`config.mk`:
```
export PLATFORM = sky130hd
export DESIGN_NAME = mem_writeback
export DESIGN_NICKNAME = d
export VERILOG_FILES = /design/src/rtl/bexkat1_pkg.sv /design/src/rtl/mem_lane_align.sv /design/src/rtl/mem_writeback.sv
export SDC_FILE = /design/constraint.sdc
export NUM_CORES = 1
export LEC_CHECK = 0
export CAP_MARGIN = 0
export CORE_MARGIN = 3
export CORE_UTILIZATION = 41
export CTS_CLUSTER_DIAMETER = 30
export CTS_CLUSTER_SIZE = 8
export DETAILED_ROUTE_END_ITERATION = 10
export GPL_TIMING_DRIVEN = 1
export PLACE_DENSITY = 0.79
export SLEW_MARGIN = 20
export SYNTH_ARGS = -nofsm -noshare
export SYNTH_HDL_FRONTEND = slang
export SYNTH_HIERARCHICAL = 1
export SYNTH_SLANG_ARGS = --single-unit
```
`constraint.sdc`:
```
create_clock -name clk_i -period 1.9 [get_ports clk_i]
set_input_delay 0.57 -clock clk_i [delete_from_list [all_inputs] [get_ports clk_i]]
set_output_delay 0.57 -clock clk_i [all_outputs]
set_load 0.05 [all_outputs]
```
`src/rtl/bexkat1_pkg.sv`:
```
// Shared types for the bexkat1 pipeline: op codes, access sizes,
// exception causes and the memory/writeback stage state.
package bexkat1_pkg;

    typedef enum logic [2:0] {
        OP_NONE  = 3'd0,
        OP_ALU   = 3'd1,
        OP_LOAD  = 3'd2,
        OP_STORE = 3'd3,
        OP_PUSH  = 3'd4,
        OP_POP   = 3'd5
    } op_e;

    localparam logic [1:0] SZ_BYTE = 2'd1;
    localparam logic [1:0] SZ_HALF = 2'd2;
    localparam logic [1:0] SZ_WORD = 2'd3;

    localparam logic [1:0] EXC_NONE     = 2'd0;
    localparam logic [1:0] EXC_MISALIGN = 2'd1;
    localparam logic [1:0] EXC_BUSERR   = 2'd2;
    localparam logic [1:0] EXC_TIMEOUT  = 2'd3;

    typedef enum logic {
        S_IDLE = 1'b0,
        S_BUS  = 1'b1
    } state_e;

    function automatic logic op_is_mem(input logic [2:0] op);
        return (op == OP_LOAD) || (op == OP_STORE) ||
               (op == OP_PUSH) || (op == OP_POP);
    endfunction

    function automatic logic op_is_stack(input logic [2:0] op);
        return (op == OP_PUSH) || (op == OP_POP);
    endfunction

endpackage

```
`src/rtl/mem_lane_align.sv`:
```
// Big-endian byte-lane steering for the data bus: store lanes/data,
// load right-justification and the misalignment flag.
module mem_lane_align
    import bexkat1_pkg::*;
#(
    parameter int WIDTH = 32
) (
    input  logic [1:0]       st_size_i,
    input  logic [1:0]       st_off_i,
    input  logic [WIDTH-1:0] st_data_i,
    output logic [3:0]       sel_o,
    output logic [WIDTH-1:0] dat_o,
    output logic             misalign_o,
    input  logic [1:0]       ld_size_i,
    input  logic [1:0]       ld_off_i,
    input  logic [WIDTH-1:0] ld_data_i,
    output logic [WIDTH-1:0] ld_val_o
);

    logic [WIDTH-1:0] ld_b;
    logic [WIDTH-1:0] ld_h;

    always_comb begin
        sel_o      = 4'b1111;
        dat_o      = st_data_i;
        misalign_o = 1'b0;
        case (st_size_i)
            SZ_BYTE: begin
                sel_o = 4'b1000 >> st_off_i;
                dat_o = {4{st_data_i[7:0]}};
            end
            SZ_HALF: begin
                sel_o      = st_off_i[1] ? 4'b0011 : 4'b1100;
                dat_o      = {2{st_data_i[15:0]}};
                misalign_o = st_off_i[0];
            end
            default: misalign_o = |st_off_i;
        endcase
    end

    // Lane 0 (offset 0) is the most significant byte.
    assign ld_b = ld_data_i >> {~ld_off_i, 3'b000};
    assign ld_h = ld_data_i >> {~ld_off_i[1], 4'b0000};

    always_comb begin
        ld_val_o = ld_data_i;
        case (ld_size_i)
            SZ_BYTE: ld_val_o = {{(WIDTH-8){1'b0}}, ld_b[7:0]};
            SZ_HALF: ld_val_o = {{(WIDTH-16){1'b0}}, ld_h[15:0]};
            default: ld_val_o = ld_data_i;
        endcase
    end

endmodule

```
`src/rtl/mem_writeback.sv`:
```
// Memory/writeback stage: runs the data-bus cycle, pulses regfile/SP writes.
// Define MEM_WRITEBACK_TIMEOUT_EN to abort bus cycles after TIMEOUT cycles.
module mem_writeback
    import bexkat1_pkg::*;
#(
    parameter int WIDTH   = 32,
    parameter int COUNTP  = 4,
    parameter int TIMEOUT = 255
) (
    input  logic              clk_i,
    input  logic              rst_ni,
    input  logic              exe_valid,
    output logic              exe_ready,
    input  logic [2:0]        exe_op,
    input  logic [COUNTP-1:0] exe_reg,
    input  logic [WIDTH-1:0]  exe_result,
    input  logic [WIDTH-1:0]  exe_store,
    input  logic [1:0]        exe_size,
    input  logic [WIDTH-1:0]  exe_sp,
    output logic              bus_cyc_o,
    output logic              bus_stb_o,
    output logic              bus_we_o,
    output logic [WIDTH-1:0]  bus_adr_o,
    output logic [3:0]        bus_sel_o,
    output logic [WIDTH-1:0]  bus_dat_o,
    input  logic [WIDTH-1:0]  bus_dat_i,
    input  logic              bus_ack_i,
    input  logic              bus_err_i,
    output logic [COUNTP-1:0] write_addr,
    output logic [WIDTH-1:0]  write_data,
    output logic [1:0]        write_en,
    output logic [WIDTH-1:0]  sp_data,
    output logic [1:0]        sp_en,
    output logic              exc_o,
    output logic [1:0]        exc_cause
);

    state_e            state_q, state_d;
    logic              cyc_q, cyc_d;
    logic              we_q, we_d;
    logic [WIDTH-1:0]  adr_q, adr_d;
    logic [3:0]        sel_q, sel_d;
    logic [WIDTH-1:0]  dat_q, dat_d;
    op_e               op_q, op_d;
    logic [COUNTP-1:0] reg_q, reg_d;
    logic [1:0]        size_q, size_d;
    logic [1:0]        off_q, off_d;
    logic [WIDTH-1:0]  sp_q, sp_d;
    logic [COUNTP-1:0] wr_addr_q, wr_addr_d;
    logic [WIDTH-1:0]  wr_data_q, wr_data_d;
    logic [1:0]        wr_en_q, wr_en_d;
    logic [WIDTH-1:0]  sp_data_q, sp_data_d;
    logic [1:0]        sp_en_q, sp_en_d;
    logic              exc_q, exc_d;
    logic [1:0]        cause_q, cause_d;

    logic              accept;
    logic [1:0]        st_size;
    logic [3:0]        st_sel;
    logic [WIDTH-1:0]  st_dat;
    logic              misalign;
    logic [WIDTH-1:0]  ld_val;
    logic              tmo;

    assign exe_ready = rst_ni && (state_q == S_IDLE);
    assign accept    = exe_valid && exe_ready;
    assign st_size   = op_is_stack(exe_op) ? SZ_WORD : exe_size;

    mem_lane_align #(
        .WIDTH(WIDTH)
    ) u_align (
        .st_size_i (st_size),
        .st_off_i  (exe_result[1:0]),
        .st_data_i (exe_store),
        .sel_o     (st_sel),
        .dat_o     (st_dat),
        .misalign_o(misalign),
        .ld_size_i (size_q),
        .ld_off_i  (off_q),
        .ld_data_i (bus_dat_i),
        .ld_val_o  (ld_val)
    );

`ifdef MEM_WRITEBACK_TIMEOUT_EN
    localparam int CLOG = $clog2(TIMEOUT + 1);
    localparam int CW   = (CLOG > 8) ? CLOG : 8;

    logic [CW-1:0] cnt_q, cnt_d;

    // Counts BUS cycles that end without ack or error.
    always_comb begin
        cnt_d = cnt_q;
        if (state_q == S_IDLE)
            cnt_d = '0;
        else if (!bus_ack_i && !bus_err_i)
            cnt_d = cnt_q + 1'b1;
    end

    always_ff @(posedge clk_i or negedge rst_ni) begin
        if (!rst_ni)
            cnt_q <= '0;
        else
            cnt_q <= cnt_d;
    end

    assign tmo = (cnt_q == CW'(TIMEOUT - 1));
`else
    logic unused_timeout;
    assign unused_timeout = TIMEOUT[0];
    assign tmo = 1'b0;
`endif

    always_comb begin
        state_d   = state_q;
        cyc_d     = cyc_q;
        we_d      = we_q;
        adr_d     = adr_q;
        sel_d     = sel_q;
        dat_d     = dat_q;
        op_d      = op_q;
        reg_d     = reg_q;
        size_d    = size_q;
        off_d     = off_q;
        sp_d      = sp_q;
        wr_addr_d = wr_addr_q;
        wr_data_d = wr_data_q;
        wr_en_d   = 2'd0;
        sp_data_d = sp_data_q;
        sp_en_d   = 2'd0;
        exc_d     = 1'b0;
        cause_d   = EXC_NONE;
        unique case (state_q)
            S_IDLE: begin
                if (accept && exe_op == OP_ALU) begin
                    wr_addr_d = exe_reg;
                    wr_data_d = exe_result;
                    wr_en_d   = SZ_WORD;
                end else if (accept && op_is_mem(exe_op)) begin
                    if (misalign) begin
                        exc_d   = 1'b1;
                        cause_d = EXC_MISALIGN;
                    end else begin
                        state_d = S_BUS;
                        cyc_d   = 1'b1;
                        we_d    = (exe_op == OP_STORE) ||
                                  (exe_op == OP_PUSH);
                        adr_d   = {exe_result[WIDTH-1:2], 2'b00};
                        sel_d   = st_sel;
                        dat_d   = st_dat;
                        op_d    = op_e'(exe_op);
                        reg_d   = exe_reg;
                        size_d  = st_size;
                        off_d   = exe_result[1:0];
                        sp_d    = exe_sp;
                    end
                end
            end
            S_BUS: begin
                if (bus_err_i) begin
                    state_d = S_IDLE;
                    cyc_d   = 1'b0;
                    exc_d   = 1'b1;
                    cause_d = EXC_BUSERR;
                end else if (bus_ack_i) begin
                    state_d = S_IDLE;
                    cyc_d   = 1'b0;
                    unique case (1'b1)
                        op_q == OP_LOAD: begin
                            wr_addr_d = reg_q;
                            wr_data_d = ld_val;
                            wr_en_d   = size_q;
                        end
                        op_q == OP_POP: begin
                            wr_addr_d = reg_q;
                            wr_data_d = ld_val;
                            wr_en_d   = SZ_WORD;
                            sp_data_d = sp_q;
                            sp_en_d   = SZ_WORD;
                        end
                        op_q == OP_PUSH: begin
                            sp_data_d = sp_q;
                            sp_en_d   = SZ_WORD;
                        end
                        default: ;
                    endcase
                end else if (tmo) begin
                    state_d = S_IDLE;
                    cyc_d   = 1'b0;
                    exc_d   = 1'b1;
                    cause_d = EXC_TIMEOUT;
                end
            end
        endcase
    end

    always_ff @(posedge clk_i or negedge rst_ni) begin
        if (!rst_ni) begin
            state_q   <= S_IDLE;
            cyc_q     <= 1'b0;
            we_q      <= 1'b0;
            adr_q     <= '0;
            sel_q     <= '0;
            dat_q     <= '0;
            op_q      <= OP_NONE;
            reg_q     <= '0;
            size_q    <= '0;
            off_q     <= '0;
            sp_q      <= '0;
            wr_addr_q <= '0;
            wr_data_q <= '0;
            wr_en_q   <= '0;
            sp_data_q <= '0;
            sp_en_q   <= '0;
            exc_q     <= 1'b0;
            cause_q   <= EXC_NONE;
        end else begin
            state_q   <= state_d;
            cyc_q     <= cyc_d;
            we_q      <= we_d;
            adr_q     <= adr_d;
            sel_q     <= sel_d;
            dat_q     <= dat_d;
            op_q      <= op_d;
            reg_q     <= reg_d;
            size_q    <= size_d;
            off_q     <= off_d;
            sp_q      <= sp_d;
            wr_addr_q <= wr_addr_d;
            wr_data_q <= wr_data_d;
            wr_en_q   <= wr_en_d;
            sp_data_q <= sp_data_d;
            sp_en_q   <= sp_en_d;
            exc_q     <= exc_d;
            cause_q   <= cause_d;
        end
    end

    assign bus_cyc_o  = cyc_q;
    assign bus_stb_o  = cyc_q;
    assign bus_we_o   = we_q;
    assign bus_adr_o  = adr_q;
    assign bus_sel_o  = sel_q;
    assign bus_dat_o  = dat_q;
    assign write_addr = wr_addr_q;
    assign write_data = wr_data_q;
    assign write_en   = wr_en_q;
    assign sp_data    = sp_data_q;
    assign sp_en      = sp_en_q;
    assign exc_o      = exc_q;
    assign exc_cause  = cause_q;

endmodule

```
# Word-level counts from Yosys, hierarchy flattened
# Index checks and enable logic that the tools add are counted.
# op_classes
n_eq_ne,20
shifts,3
n_mux,47
n_bitwise,6
reduce_logical,16
# ops
op,count
one-hot mux 32 bit (2 select lines),3
2-to-1 mux 32 bit,4
right shift 32 x 5 -> 16 bit,1
right shift 32 x 5 -> 8 bit,1
2-to-1 mux 4 bit,5
2-to-1 mux 2 bit,9
2-to-1 mux 1 bit,17
one-hot mux 4 bit (2 select lines),2
AND reduction 4 bit,4
== test 3 bit (second input constant),4
one-hot mux 2 bit (2 select lines),3
!= test 2 bit (second input constant),5
== test 3 x 2 -> 1 bit (second input constant),3
one-hot mux 1 bit (2 select lines),4
OR reduction 2 bit,3
logical OR 1 bit,5
inverter 1 bit,5
== test 2 x 1 -> 1 bit (second input constant),2
== test 2 bit (second input constant),2
logical AND 1 bit,4
!= test 2 x 1 -> 1 bit (second input constant),2
right shift 4 x 2 -> 4 bit (first input constant),1
== test 3 x 1 -> 1 bit (second input constant),1
!= test 3 bit (second input constant),1
inverter 2 bit,1
# word_totals
register_bits,187
wordCells,110

# Longest topological paths before layout
# logic_depth
word_depth,9
ltp_mapped,12
ltp_nobuf,9

# Modules after synthesis
# The synthesis kept the hierarchy.
# by_module_without_submodules
mod,n_inst,cells_per_inst,area_each_um2,seq_area_each_um2
mem_writeback,1,457,7437.1,4654.5
mem_lane_align,1,163,1019.7,0.0

# Worst setup path after synthesis
# OpenSTA, ideal clock, no wires.
# synth_path
path_type,in2reg
from,input port exe_op[1]
to,"register adr_q[10], in the netlist bus_adr_o[10]"
arrival_ps,2644
required_time_ps,1775
slack_ps,-869
stages,11
path_buffers,3
path_cell_list,nand2b_1 -> nand2b_1 -> inv_1 -> ha_1 -> buf_2 -> a21oi_1 -> a21oi_1 -> nor3_1 -> buf_2 -> buf_2 -> mux2_2
# synth_via
elab_chain_cells,7
# synth_rtl
item,line,text
start: declaration,mem_writeback.sv:14,"input logic [2:0] exe_op,"
== test 3 bit,bexkat1_pkg.sv:34,return (op == OP_PUSH) || (op == OP_POP);
logical OR 1 bit (*),bexkat1_pkg.sv:34,
2-to-1 mux 2 bit (*),mem_writeback.sv:67,assign st_size = op_is_stack(exe_op) ? SZ_WORD : exe_size;
net st_size[0],mem_writeback.sv:58,logic [1:0] st_size;
== test 2 bit or == test 2 x 1 -> 1 bit (tied branches),mem_lane_align.sv:27,case (st_size_i)
one-hot mux 1 bit (2 select lines) (*),mem_lane_align.sv:27,
net misalign,mem_writeback.sv:61,logic misalign;
inverter 1 bit (no source line) (*),-,
AND reduction 4 bit (no source line) (*),-,
end signal: assignment,mem_writeback.sv:220,adr_q <= adr_d;
end: declaration,mem_writeback.sv:41,"logic [WIDTH-1:0] adr_q, adr_d;"
# The timed path passes the listed nets; every way through them passes the cells marked *.
# A chain may end at the register's enable or synchronous reset.

# Final worst setup path
# layout_path
from,register state_q
to,"register wr_data_q[14], in the netlist write_data[14]"
# layout_via
elab_chain_cells,6
# layout_rtl
item,line,text
start: declaration,mem_writeback.sv:38,"state_e state_q, state_d;"
start signal: assignment,mem_writeback.sv:217,state_q <= state_d;
inverter 1 bit (no source line),-,
logical AND 1 bit,mem_writeback.sv:65,assign exe_ready = rst_ni && (state_q == S_IDLE);
logical AND 1 bit,mem_writeback.sv:66,assign accept = exe_valid && exe_ready;
logical AND 1 bit,mem_writeback.sv:134,if (accept && exe_op == OP_ALU) begin
!= test 2 x 1 -> 1 bit (no source line),-,
AND reduction 4 bit (no source line),-,
end signal: assignment,mem_writeback.sv:229,wr_data_q <= wr_data_d;
end: declaration,mem_writeback.sv:50,"logic [WIDTH-1:0] wr_data_q, wr_data_d;"
# Parallel ways exist; a longest one is shown, timed or not.

==> impl_metrics.env <==
export IMPL_status="finished with violations"
export IMPL_violations="setup timing"
export IMPL_path_cells="nand3b_4 > or4b_4 > a22oi_4 > buf_12 > buf_12 > mux2_4"
export IMPL_wl_um=25450
export IMPL_fin_cells=1243
export IMPL_rr_endpoint="write_data[14]"
export IMPL_max_stage_delay_ns=0.57
export IMPL_fmax_mhz=478.2
export IMPL_start_util_pct=42.61
export IMPL_reg2reg_depth=6
export IMPL_io_pin_count=289
export IMPL_synth_edf_count=0
export IMPL_coreArea_um2=19850
export IMPL_cts_root_buf="clkbuf_16"
export IMPL_path_clk_slew_ns=0.08
export IMPL_seq_area_frac_synth_pct=55.04
export IMPL_place_gp_congestion=0.8440
export IMPL_placed_cells=1183
export IMPL_holdWs_ns=0.4692
export IMPL_relSlewSlack_pct=30.70
export IMPL_dp_hpwl_um=17560
export IMPL_tns_ns=-10.63
export IMPL_synthCells=620
export IMPL_setup_viol=112
export IMPL_ys_seq_elements=186
export IMPL_avgSynthCellArea_um2=13.64
export IMPL_async_reset_ff_share_pct=100.0
export IMPL_maxSlewViolCount=0
export IMPL_max_slew_worst_pin_slew_ns=1.040
export IMPL_crit_fanout=8
export IMPL_first_pass_iters=4
export IMPL_startpoint_type="flip-flop"
export IMPL_clk_latency_ns=0.43
export IMPL_holdCritPathClass="input port to asynchronous set/reset pin"
export IMPL_grt_max_degree=187
export IMPL_grt_use_total_pct=22.44
export IMPL_ir_drop_uv=860.8
export IMPL_power_density_nw_per_um2=1447
export IMPL_die_w_um=149.6
export IMPL_critPathArrivalTime_ns=2.40
export IMPL_worstPathRequired_ns=2.21
export IMPL_rrSetupSlack_ns=-0.19
export IMPL_rows=51
export IMPL_path_class="flip-flop to flip-flop"
export IMPL_rsz0062_at_grt="true"
export IMPL_routed_via_density=5.039
export IMPL_final_period_utilization_pct=110.1
export IMPL_ant_nets=0
export IMPL_syn2layout_area_growth_pct=59.18
export IMPL_die_h_um=149.6
export IMPL_drc=0
export IMPL_rr_startpoint="state_q"
export IMPL_period_needed_ns=2.091
export IMPL_fill_cells=1431
export IMPL_first_iter_violations=297
export IMPL_startpoint="state_q"
export IMPL_total_power_mw=19.48
export IMPL_synth_cell_type_count=42
export IMPL_grt_ovfl_total=0
export IMPL_wl_per_cell_um=20.48
export IMPL_fin_worst_skew_ns=0.01285
export IMPL_hold_viol_final=0
export IMPL_grt_pass1_vias=6612
export IMPL_endpoint_kind="flip-flop"
export IMPL_num_vias=6263
export IMPL_grt_pass1_wl_um=38650
export IMPL_drive_above_1_share_pct=52.00
export IMPL_cap_violations=0
export IMPL_ys_warn_count=6
export IMPL_port_buffers=286
export IMPL_final_critical_path_setup_slack_ns=-0.1912
export IMPL_dpl_worst_slack_ns=-0.8917
export IMPL_syn_area_um2=8457
export IMPL_cts_tree="built"
export IMPL_cts_htree_levels=4
export IMPL_clock_sinks=186
export IMPL_leakage_nw=6.331
export IMPL_fp_dieArea_um2=22390
export IMPL_synthFlopType="dfrtp_1"
export IMPL_cts_buffer_depth=2
export IMPL_nets=1111
export IMPL_antenna_found_initial=2
export IMPL_cts_buffers=17
export IMPL_critPathMostFrequentCell="buf_12"
export IMPL_cp_slowest_cell="or4b_4"
## final cells by class
cell class              count  area [µm²]  area share [%]
flip-flops and latches    186        4656           34.58
multi-input cells         378        4153           30.85
repair buffers            373        3640           27.04
clock buffers              17       425.4           3.160
well taps                 265       331.6           2.463
clock inverters            15       221.5           1.645
inverters                   8       32.53          0.2417
diodes                      1       2.502         0.01859
## logic make-up after synthesis
logic type	synth area share (%)
simple gates	5.267
other cells	0.04434
buf+inv	3.817
mux	29.29
xor+xnor	0.1036
fa+ha+maj	0.7398
compound gates	5.696
flops	55.04
## synth_stat cells, types with 2 or more instances
cell type	count	share of area [%]
buf_1	3	0.13
nor2_1	8	0.36
o21ai_1	21	1.2
or2_1	2	0.15
clkbuf_1	13	0.58
a221o_1	8	0.95
nand2_1	31	1.4
mux2_2	211	28
a22o_1	10	1.0
nor3b_1	2	0.18
ha_1	5	0.74
a22oi_1	8	0.71
o21bai_1	5	0.44
dfrtp_1	186	55
buf_2	15	0.89
buf_6	6	0.80
and2_1	17	1.3
nor2_2	2	0.15
nor2b_1	2	0.15
buf_4	12	1.1
nand3b_1	2	0.18
inv_1	8	0.36
nand2b_1	5	0.37
o21ai_0	6	0.36
mux2i_1	9	1.1
a21oi_1	7	0.41
## per-stage QoR
step | area (µm²) | utilization [%]
6_report | 13460 | 67.83
5_1_grt | 13460 | 67.83
4_1_cts | 13410 | 67.55
3_5_place_dp | 12070 | 60.81
3_3_place_gp | 12070 | 60.81
2_1_floorplan | 9011 | -
## power breakdown
part           switching [mW]  leakage, nW  total, mW  internal, mW
clock                    1.92        0.308       3.77          1.85
combinational            5.56         3.71       9.59          4.04
sequential              0.845         2.31       6.11          5.27
## worst max path at each step
| stage | cells past startpoint | end |
|---|---|---|
| floorplan | 11 | bus_adr_o[10] |
| global placement | 9 | bus_dat_o[9] |
| detailed placement | 11 | sp_q[24] |
| CTS | 7 | write_data[15] |
| global route | 8 | write_data[2] |
| finish | 6 | write_data[14] |
## sequential cells by signal (all words and copies together) (netlist names), 4 cells and up
signal	cells
sp_data	32
reg_q	4
bus_dat_o	32
write_addr	4
bus_sel_o	4
sp_q	32
bus_adr_o	30
write_data	32
## metal layers
metal	vias up	routed length, µm	GRT usage (%)
met5	-	12	0
met3	37	1305	4.664
met2	190	12830	37.08
met1	3150	10730	29.72
li1	2884	-	-
met4	2	566	7.277
## layout by cell type (no fill, tap or decap), drive strengths merged, types with 6 or more instances in the layout
cell,count
o21ai,27
clkinv,7
nand2,31
mux2,212
a22o,10
and2,17
dfrtp,186
a22oi,9
buf,233
nor2,10
inv,16
o21bai,6
mux2i,9
clkbuf,19
a221o,8
a21oi,7
clkdlybuf4s50,132
## critical path: cells and delay by family, from the launching register on
kind / cells / cell delay (ns)
buffers and inverters: 2 / 0.32
and+or+nand+nor: 2 / 0.73
AOI/OAI and AO/OA: 1 / 0.24
DFF: 1 / 0.40
muxes: 1 / 0.30
## timing repair
item / 4_1_cts / 5_1_grt
endpoints found under the setup margin: 150 / 181
gates resized for setup: 94 / 30
buffers inserted: 17 / 7
gates cloned: 10 / 1
pin swaps: 6 / 7
hold buffers: 0 / 0
Power figures use the tool's default switching activity.
